[src/rtl/fft_feed_pkg.sv]
// fft_feed_pkg: shared framing state type and sample alignment helper.
package fft_feed_pkg;

    typedef enum logic {STREAM, FLUSH} feed_state_t;

    function automatic int align_shift(input int sample_w, input int data_w);
        return data_w - sample_w;
    endfunction

endpackage

[src/rtl/sync_fifo.sv]
// sync_fifo: single-clock FIFO with a combinational head word; the caller guards full/empty.
module sync_fifo #(
    parameter int WIDTH = 16,
    parameter int DEPTH = 64
) (
    input  logic                   clk_in,
    input  logic                   rst_in,
    input  logic                   wr_en,
    input  logic [WIDTH-1:0]       wr_data,
    input  logic                   rd_en,
    output logic [WIDTH-1:0]       rd_data,
    output logic [$clog2(DEPTH):0] count
);
    localparam int AW = $clog2(DEPTH);

    logic [WIDTH-1:0] r_mem [DEPTH];
    logic [AW-1:0]    r_wp, r_rp;
    logic [AW:0]      r_count;

    always_ff @(posedge clk_in)
        if (wr_en) r_mem[r_wp] <= wr_data;

    always_ff @(posedge clk_in or posedge rst_in)
        if (rst_in) begin
            r_wp    <= '0;
            r_rp    <= '0;
            r_count <= '0;
        end else begin
            r_wp    <= r_wp + AW'(wr_en);
            r_rp    <= r_rp + AW'(rd_en);
            r_count <= r_count + (AW+1)'(wr_en) - (AW+1)'(rd_en);
        end

    assign rd_data = r_mem[r_rp];
    assign count   = r_count;

endmodule

[src/rtl/fft_frame_feeder.sv]
// fft_frame_feeder: buffers audio samples and streams them as FFT_LEN-sized AXI-Stream frames,
// zero-padding the current frame on flush.
module fft_frame_feeder
    import fft_feed_pkg::*;
#(
    parameter int SAMPLE_W   = 16,
    parameter int DATA_W     = 16,
    parameter int FRAME_LEN  = 1024,
    parameter int FIFO_DEPTH = 64
) (
    input  logic                        clk_in,
    input  logic                        rst_in,
    input  logic [SAMPLE_W-1:0]         sample_in,
    input  logic                        sample_valid_in,
    input  logic                        flush_in,
    output logic [2*DATA_W-1:0]         m_axis_tdata,
    output logic                        m_axis_tvalid,
    output logic                        m_axis_tlast,
    input  logic                        m_axis_tready,
    output logic [$clog2(FIFO_DEPTH):0] fill_out,
    output logic [31:0]                 frame_count_out,
    output logic                        overflow_out,
    output logic [15:0]                 drop_count_out
);
    localparam int CW    = $clog2(FIFO_DEPTH) + 1;
    localparam int IW    = $clog2(FRAME_LEN);
    localparam int SHIFT = align_shift(SAMPLE_W, DATA_W);
    localparam logic [IW-1:0] LAST = IW'(FRAME_LEN - 1);
    localparam logic [CW-1:0] FULL = CW'(FIFO_DEPTH);

    feed_state_t         r_state;
    logic [IW-1:0]       r_idx, w_idx_nxt;
    logic [CW-1:0]       r_drain, w_drain_nxt, w_count;
    logic [SAMPLE_W-1:0] w_head;
    logic [DATA_W-1:0]   w_real;
    logic [2*DATA_W-1:0] r_tdata;
    logic                r_tvalid, r_tlast, r_src, r_ovf;
    logic [31:0]         r_frames;
    logic [15:0]         r_drops;
    logic                w_wr, w_hs, w_rd, w_wrap, w_go_flush, w_done, w_from_fifo, w_load;

    // The presented word stays at the FIFO head until its handshake, so fill counts it.
    sync_fifo #(.WIDTH(SAMPLE_W), .DEPTH(FIFO_DEPTH)) u_fifo (
        .clk_in  (clk_in),
        .rst_in  (rst_in),
        .wr_en   (w_wr),
        .wr_data (sample_in),
        .rd_en   (w_rd),
        .rd_data (w_head),
        .count   (w_count)
    );

    assign w_real      = DATA_W'($signed(w_head)) << SHIFT;
    assign w_wr        = sample_valid_in && (w_count != FULL);
    assign w_hs        = r_tvalid && m_axis_tready;
    assign w_rd        = w_hs && r_src;
    assign w_idx_nxt   = r_idx + IW'(w_hs);
    assign w_wrap      = w_hs && (r_idx == LAST);
    assign w_drain_nxt = r_drain - CW'(w_rd && r_state == FLUSH);
    assign w_go_flush  = (r_state == STREAM) && flush_in && ((w_idx_nxt != '0) || (w_count != CW'(w_rd)));
    // Leave FLUSH only on a frame end once every word buffered at flush time has gone out.
    assign w_done      = (r_state == FLUSH) && w_wrap && (w_drain_nxt == '0);
    assign w_from_fifo = (r_state == STREAM) ? (w_count != '0) : (r_drain != '0);
    assign w_load      = !r_tvalid && (w_from_fifo || r_state == FLUSH);

    always_ff @(posedge clk_in or posedge rst_in)
        if (rst_in) begin
            r_state  <= STREAM;
            r_idx    <= '0;
            r_drain  <= '0;
            r_src    <= 1'b0;
            r_tvalid <= 1'b0;
            r_tlast  <= 1'b0;
            r_tdata  <= '0;
            r_frames <= '0;
            r_ovf    <= 1'b0;
            r_drops  <= '0;
        end else begin
            r_idx   <= w_idx_nxt;
            r_drain <= w_go_flush ? w_count - CW'(w_rd) : w_drain_nxt;
            r_state <= w_go_flush ? FLUSH : (w_done ? STREAM : r_state);
            if (w_wrap) r_frames <= r_frames + 32'd1;
            if (sample_valid_in && !w_wr) begin
                r_ovf   <= 1'b1;
                r_drops <= r_drops + 16'(r_drops != 16'hFFFF);
            end
            if (w_load) begin
                r_tvalid <= 1'b1;
                r_src    <= w_from_fifo;
                r_tlast  <= (r_idx == LAST);
                r_tdata  <= w_from_fifo ? {{DATA_W{1'b0}}, w_real} : '0;
            end else if (w_hs) begin
                r_tvalid <= 1'b0;
                r_tlast  <= 1'b0;
            end
        end

    assign m_axis_tdata    = r_tdata;
    assign m_axis_tvalid   = r_tvalid;
    assign m_axis_tlast    = r_tlast;
    assign fill_out        = w_count;
    assign frame_count_out = r_frames;
    assign overflow_out    = r_ovf;
    assign drop_count_out  = r_drops;

endmodule

[config.mk]
export PLATFORM = sky130hd
export DESIGN_NAME = fft_frame_feeder
export DESIGN_NICKNAME = d
export VERILOG_FILES = /design/src/rtl/fft_feed_pkg.sv /design/src/rtl/sync_fifo.sv /design/src/rtl/fft_frame_feeder.sv
export SDC_FILE = /design/constraint.sdc
export NUM_CORES = 1
export LEC_CHECK = 0
export CORE_MARGIN = 3
export CORE_UTILIZATION = 55
export CTS_CLUSTER_SIZE = 10
export DETAILED_ROUTE_END_ITERATION = 10
export HOLD_SLACK_MARGIN = 0.12
export PLACE_DENSITY = 0.72
export SYNTH_ARGS = -nofsm -noshare
export SYNTH_HDL_FRONTEND = slang
export SYNTH_SLANG_ARGS = --single-unit
[constraint.sdc]
create_clock -name clk_in -period 5.1 [get_ports clk_in]
set_input_delay 0.51 -clock clk_in [delete_from_list [all_inputs] [get_ports clk_in]]
set_output_delay 0.51 -clock clk_in [all_outputs]
set_load 0.03 [all_outputs]
==> run_summary.xml <==
<?xml version="1.0" encoding="UTF-8"?>
<metrics>
  <group name="clock_tree">
    <metric name="cts_tree" unit="">built</metric>
    <metric name="cts_root_buf" unit="">sky130_fd_sc_hd__clkbuf_16</metric>
    <metric name="path_clk_slew" unit="ns">0.06</metric>
    <metric name="clkLatencyLatePin" unit="ns">0.73</metric>
    <metric name="h-tree-depth" unit="">4</metric>
    <metric name="cts_resized" unit="">0</metric>
    <metric name="cts_buffer_depth" unit="">3</metric>
    <metric name="hold_buffers" unit="">0</metric>
    <metric name="number_of_buffers_created_by_cts" unit="">132</metric>
    <metric name="cts_sink_cnt" unit="">1129</metric>
    <metric name="cts_setup_buffers" unit="">0</metric>
  </group>
  <group name="setup_path">
    <metric name="worst-path-max-fanout" unit="">6</metric>
    <metric name="worst_setup_path_endpoint" unit="">u_fifo.count[6]$_DFF_PP0_</metric>
    <metric name="r2r.worst_path.cells" unit="">16</metric>
    <metric name="timing_worst_setup_path_type" unit="">flop to flop</metric>
    <metric name="setup.worst_path.start" unit="">u_fifo.count[4]$_DFF_PP0_</metric>
    <metric name="setup.reg_to_reg.worst_slack" unit="ns">1.44</metric>
    <metric name="cp_data_required_time" unit="ns">5.75</metric>
    <metric name="r2r_start" unit="">u_fifo.count[4]$_DFF_PP0_</metric>
    <metric name="r2r_end" unit="">u_fifo.count[6]$_DFF_PP0_</metric>
    <metric name="worstSetupEndpointType" unit="">flop</metric>
    <metric name="cp.arrival" unit="ns">4.31</metric>
    <metric name="timing.critical_path.from_type" unit="">flop</metric>
  </group>
  <group name="finish">
    <metric name="layout-drive-gt1-share" unit="%">19.5</metric>
    <metric name="finish.utilization" unit="%">63.7</metric>
    <metric name="synthToLayoutAreaGrowth" unit="%">14.0</metric>
    <metric name="final_nets" unit="">2536</metric>
  </group>
  <group name="detailed_routing">
    <metric name="finalWirelength" unit="mm">104</metric>
    <metric name="routed-via-count" unit="">22900</metric>
    <metric name="route.antenna.remaining_nets" unit="">0</metric>
    <metric name="detail_route.iter0.violations" unit="">2694</metric>
    <metric name="detail_route.wl_per_cell" unit="µm">29.0</metric>
    <metric name="dr.pass1.iters" unit="">9</metric>
    <metric name="avgViaCountPerCell" unit="">6.34</metric>
    <metric name="post-route-drc-count" unit="">0</metric>
  </group>
  <group name="timing">
    <metric name="grt_setup_unrepaired" unit="">no</metric>
    <metric name="count_of_endpoints_failing_hold_in_the_final_timing_report" unit="">0</metric>
    <metric name="maxClockFrequency" unit="MHz">274</metric>
    <metric name="min_period_over_period" unit="%">71.7</metric>
    <metric name="final_max_slew_violation_count" unit="">0</metric>
    <metric name="post-route-min-period" unit="ns">3.66</metric>
    <metric name="setup_viol" unit="">0</metric>
    <metric name="tightestPinTransition" unit="ns">1.27</metric>
    <metric name="max_slew_margin" unit="%">15.5</metric>
    <metric name="worst_clock_skew" unit="ns">0.0237</metric>
    <metric name="total_negative_slack" unit="ns">0</metric>
  </group>
  <group name="logic_synthesis">
    <metric name="yosys_warning_count" unit="">0</metric>
    <metric name="synth_simple_gate_area_share" unit="%">3.48</metric>
    <metric name="synth_top_area_cell" unit="">sky130_fd_sc_hd__edfxtp_1</metric>
    <metric name="synth.ff_latch_count" unit="">1129</metric>
    <metric name="ys_top_cells_by_area" unit="">sky130_fd_sc_hd__edfxtp_1 (69%), sky130_fd_sc_hd__mux4_2 (11%), sky130_fd_sc_hd__dfrtp_1 (5.9%), sky130_fd_sc_hd__mux2i_1 (3.8%), sky130_fd_sc_hd__nor2_1 (0.93%)</metric>
    <metric name="synth_ff_type" unit="">sky130_fd_sc_hd__edfxtp_1</metric>
    <metric name="synth_top_family_by_area" unit="">multiplexers</metric>
    <metric name="synth_area_per_cell" unit="µm²">19.6</metric>
    <metric name="muxShareOfSynthArea" unit="%">14.4</metric>
    <metric name="netlist_instances" unit="">2265</metric>
    <metric name="synthesis.area" unit="mm²">0.0444</metric>
    <metric name="post_synth_fa_ha_maj_area_fraction" unit="%">0.778</metric>
    <metric name="synth.top_cell.area_share" unit="%">69.3</metric>
    <metric name="postSynth.asyncResetShare" unit="%">9.30</metric>
    <metric name="synth.lib_cells_used.distinct" unit="">53</metric>
    <metric name="post_synth_xor_area_fraction" unit="%">1.52</metric>
    <metric name="synth-seq-area-share" unit="%">75.2</metric>
    <metric name="share_of_the_synthesized_area_in_compound_gates_ao_oa_aoi_oai" unit="%">2.85</metric>
    <metric name="count_of_flip_flops_with_a_built_in_enable_after_synthesis" unit="">1024</metric>
  </group>
  <group name="global_route">
    <metric name="grt_pass1_wl" unit="mm">154</metric>
    <metric name="maximum_number_of_pins_on_one_net_before_global_route_repair" unit="">69</metric>
    <metric name="vias_in_the_first_global_route" unit="">23200</metric>
    <metric name="sum_of_overflow_across_all_layers_after_global_routing" unit="">0</metric>
    <metric name="global_route.usage.total" unit="%">25.0</metric>
    <metric name="grt_antenna_before_repair" unit="">3</metric>
  </group>
  <group name="pwr">
    <metric name="total_leakage_power" unit="nW">17.0</metric>
    <metric name="share_seq_of_total_power" unit="%">42.5</metric>
    <metric name="power_report.internal_total" unit="mW">18.4</metric>
    <metric name="switching_share" unit="%">30.8</metric>
    <metric name="clock_power_share" unit="%">31.8</metric>
    <metric name="net_switching_component_of_the_power" unit="mW">8.17</metric>
    <metric name="power_density" unit="mW/mm²">525</metric>
    <metric name="combPwrFrac" unit="%">25.7</metric>
    <metric name="max-vdd-ir-drop" unit="mV">0.382</metric>
  </group>
  <group name="die">
    <metric name="number_of_top_level_pins" unit="">111</metric>
    <metric name="floorplan.core_area" unit="mm²">0.0794</metric>
    <metric name="fp.dieH" unit="µm">290</metric>
    <metric name="initial_utilization" unit="%">55.9</metric>
    <metric name="rows" unit="">103</metric>
    <metric name="die_footprint" unit="mm²">0.0841</metric>
    <metric name="chipWidth" unit="µm">290</metric>
  </group>
  <group name="job">
    <metric name="cap_viol_max_count" unit="">0</metric>
  </group>
  <group name="placed_design">
    <metric name="finalWeightedCongestion" unit="">0.826</metric>
    <metric name="dpl.hpwl" unit="mm">59.6</metric>
    <metric name="count_of_port_buffers_added_during_placement" unit="">94</metric>
  </group>
  <group name="worst_hold_path">
    <metric name="min-delay-path-class" unit="">primary input to async pin</metric>
  </group>
  <group name="status">
    <metric name="outcome" unit="">completed</metric>
  </group>
</metrics>
==> state kept, by name, indices dropped and copies added (netlist names), 6 cells and up <==
signal / cells
r_drain: 7
u_fifo.r_wp: 6
drop_count_out: 16
r_idx: 10
frame_count_out: 32
u_fifo.r_mem: 1024
m_axis_tdata: 16
u_fifo.count: 7
u_fifo.r_rp: 6
==> layout by cell type, fill, tap and decap left out, types with 4 or more instances in the layout <==
| cell | n |
|---|---|
| sky130_fd_sc_hd__a211oi_1 | 5 |
| sky130_fd_sc_hd__a21o_1 | 4 |
| sky130_fd_sc_hd__a21oi_1 | 43 |
| sky130_fd_sc_hd__a22oi_1 | 26 |
| sky130_fd_sc_hd__and3_1 | 14 |
| sky130_fd_sc_hd__buf_12 | 4 |
| sky130_fd_sc_hd__buf_2 | 16 |
| sky130_fd_sc_hd__buf_4 | 100 |
| sky130_fd_sc_hd__clkbuf_1 | 47 |
| sky130_fd_sc_hd__clkbuf_16 | 132 |
| sky130_fd_sc_hd__clkdlybuf4s50_1 | 78 |
| sky130_fd_sc_hd__clkinv_16 | 6 |
| sky130_fd_sc_hd__conb_1 | 16 |
| sky130_fd_sc_hd__dfrtp_1 | 101 |
| sky130_fd_sc_hd__edfxtp_1 | 1024 |
| sky130_fd_sc_hd__ha_1 | 26 |
| sky130_fd_sc_hd__inv_1 | 22 |
| sky130_fd_sc_hd__inv_16 | 5 |
| sky130_fd_sc_hd__mux2i_1 | 168 |
| sky130_fd_sc_hd__mux4_2 | 208 |
| sky130_fd_sc_hd__nand2_1 | 69 |
| sky130_fd_sc_hd__nand2b_1 | 17 |
| sky130_fd_sc_hd__nand3_1 | 32 |
| sky130_fd_sc_hd__nand3b_1 | 4 |
| sky130_fd_sc_hd__nand4_1 | 20 |
| sky130_fd_sc_hd__nor2_1 | 107 |
| sky130_fd_sc_hd__nor2b_1 | 5 |
| sky130_fd_sc_hd__nor3_1 | 24 |
| sky130_fd_sc_hd__nor4_1 | 4 |
| sky130_fd_sc_hd__o211ai_1 | 13 |
| sky130_fd_sc_hd__o21a_1 | 16 |
| sky130_fd_sc_hd__o21ai_0 | 4 |
| sky130_fd_sc_hd__o221ai_1 | 16 |
| sky130_fd_sc_hd__o22ai_1 | 48 |
| sky130_fd_sc_hd__xnor2_1 | 44 |
| sky130_fd_sc_hd__xor2_1 | 33 |
==> power groups by stage <==
stage	sequential, mW	clock [mW]	combinational (mW)
finish	11.3	8.44	6.84
global route	11.3	8.93	7.24
CTS	11.3	8.56	6.87
detailed placement	11.4	0	6.83
global placement	11.4	0	6.73
floorplan	11.1	0	4.78
==> critical path, stage by stage, from the launching register on <==
cell and delay, ns:
sky130_fd_sc_hd__dfrtp_1 0.40, sky130_fd_sc_hd__inv_1 0.17, sky130_fd_sc_hd__ha_1 0.23, sky130_fd_sc_hd__nor4bb_1 0.73
sky130_fd_sc_hd__nand2_1 0.11, sky130_fd_sc_hd__nand2_1 0.27, sky130_fd_sc_hd__ha_1 0.29, sky130_fd_sc_hd__inv_1 0.06
sky130_fd_sc_hd__ha_1 0.15, sky130_fd_sc_hd__inv_1 0.06, sky130_fd_sc_hd__fa_1 0.42, sky130_fd_sc_hd__o21bai_1 0.16
sky130_fd_sc_hd__a21oi_1 0.11, sky130_fd_sc_hd__nor2_1 0.09, sky130_fd_sc_hd__nor2_1 0.05, sky130_fd_sc_hd__o21bai_1 0.14
sky130_fd_sc_hd__xnor2_1 0.13
==> Yosys cell counts (all sizes together) (23+ instances only) <==
| library cell | n |
|---|---|
| nor2 | 110 |
| a22oi | 26 |
| ha | 26 |
| nor3 | 24 |
| mux2i | 168 |
| edfxtp | 1024 |
| xor2 | 33 |
| nand3 | 34 |
| a21oi | 43 |
| clkbuf | 47 |
| xnor2 | 44 |
| inv | 23 |
| buf | 77 |
| nand2 | 69 |
| o22ai | 48 |
| mux4 | 208 |
| dfrtp | 105 |
==> routing by layer <==
| layer | track usage (%) | vias to the layer above | routed length, µm |
|---|---|---|---|
| met5 | 0 | - | 20 |
| met4 | 7.57 | 2 | 2510 |
| met3 | 5.77 | 161 | 9750 |
| met2 | 39.6 | 1178 | 50800 |
| met1 | 35.2 | 12000 | 41200 |
| li1 | - | 9544 | - |
==> worst min path at each step <==
stage | to | slack [ns] | depth (start not counted)
after floorplan | r_src$_DFFE_PP0P_ | 0.44 | 2
after global placement | overflow_out$_DFFE_PP0P_ | 0.45 | 1
after detailed placement | r_src$_DFFE_PP0P_ | 0.46 | 2
after CTS | frame_count_out[9]$_DFFE_PP0P_ | 0.36 | 2
after global routing | frame_count_out[9]$_DFFE_PP0P_ | 0.43 | 2
final | frame_count_out[9]$_DFFE_PP0P_ | 0.34 | 2
==> per-stage QoR <==
| step | hold WS [ns] | total power, mW | instances | worst slack (ns) | cell area (µm²) |
|---|---|---|---|---|---|
| 2_1_floorplan | 0.439 | 15.9 | 2280 | 1.83 | 44400 |
| 3_3_place_gp | 0.451 | 18.1 | 3404 | 1.52 | 46800 |
| 3_5_place_dp | 0.456 | 18.3 | 3404 | 1.45 | 46800 |
| 4_1_cts | 0.362 | 26.7 | 3601 | 1.42 | 50600 |
| 5_1_grt | 0.426 | 27.5 | 3601 | 1.12 | 50600 |
| 6_report | 0.338 | 26.5 | 3602 | 1.44 | 50600 |
==> cell families (layout without fill, tap and decap cells) <==
kind of cell,count (synthesis),after routing
flops,1129,1129
mux,377,377
simple gates,320,320
compound gates,187,187
buf+inv,147,418
xor+xnor,77,77
fa+ha+maj,27,27
other cells,1,17
==> cell type report <==
type | instances | area, µm²
sequential | 1129 | 33400
fill | 5320 | 28800
multi-input combinational | 1004 | 10300
clock buffer | 179 | 3480
timing repair buffer | 198 | 1690
tap | 1050 | 1310
clock inverter | 18 | 360
inverter | 23 | 88.8
antenna | 1 | 2.50
Power figures use the tool's default switching activity.
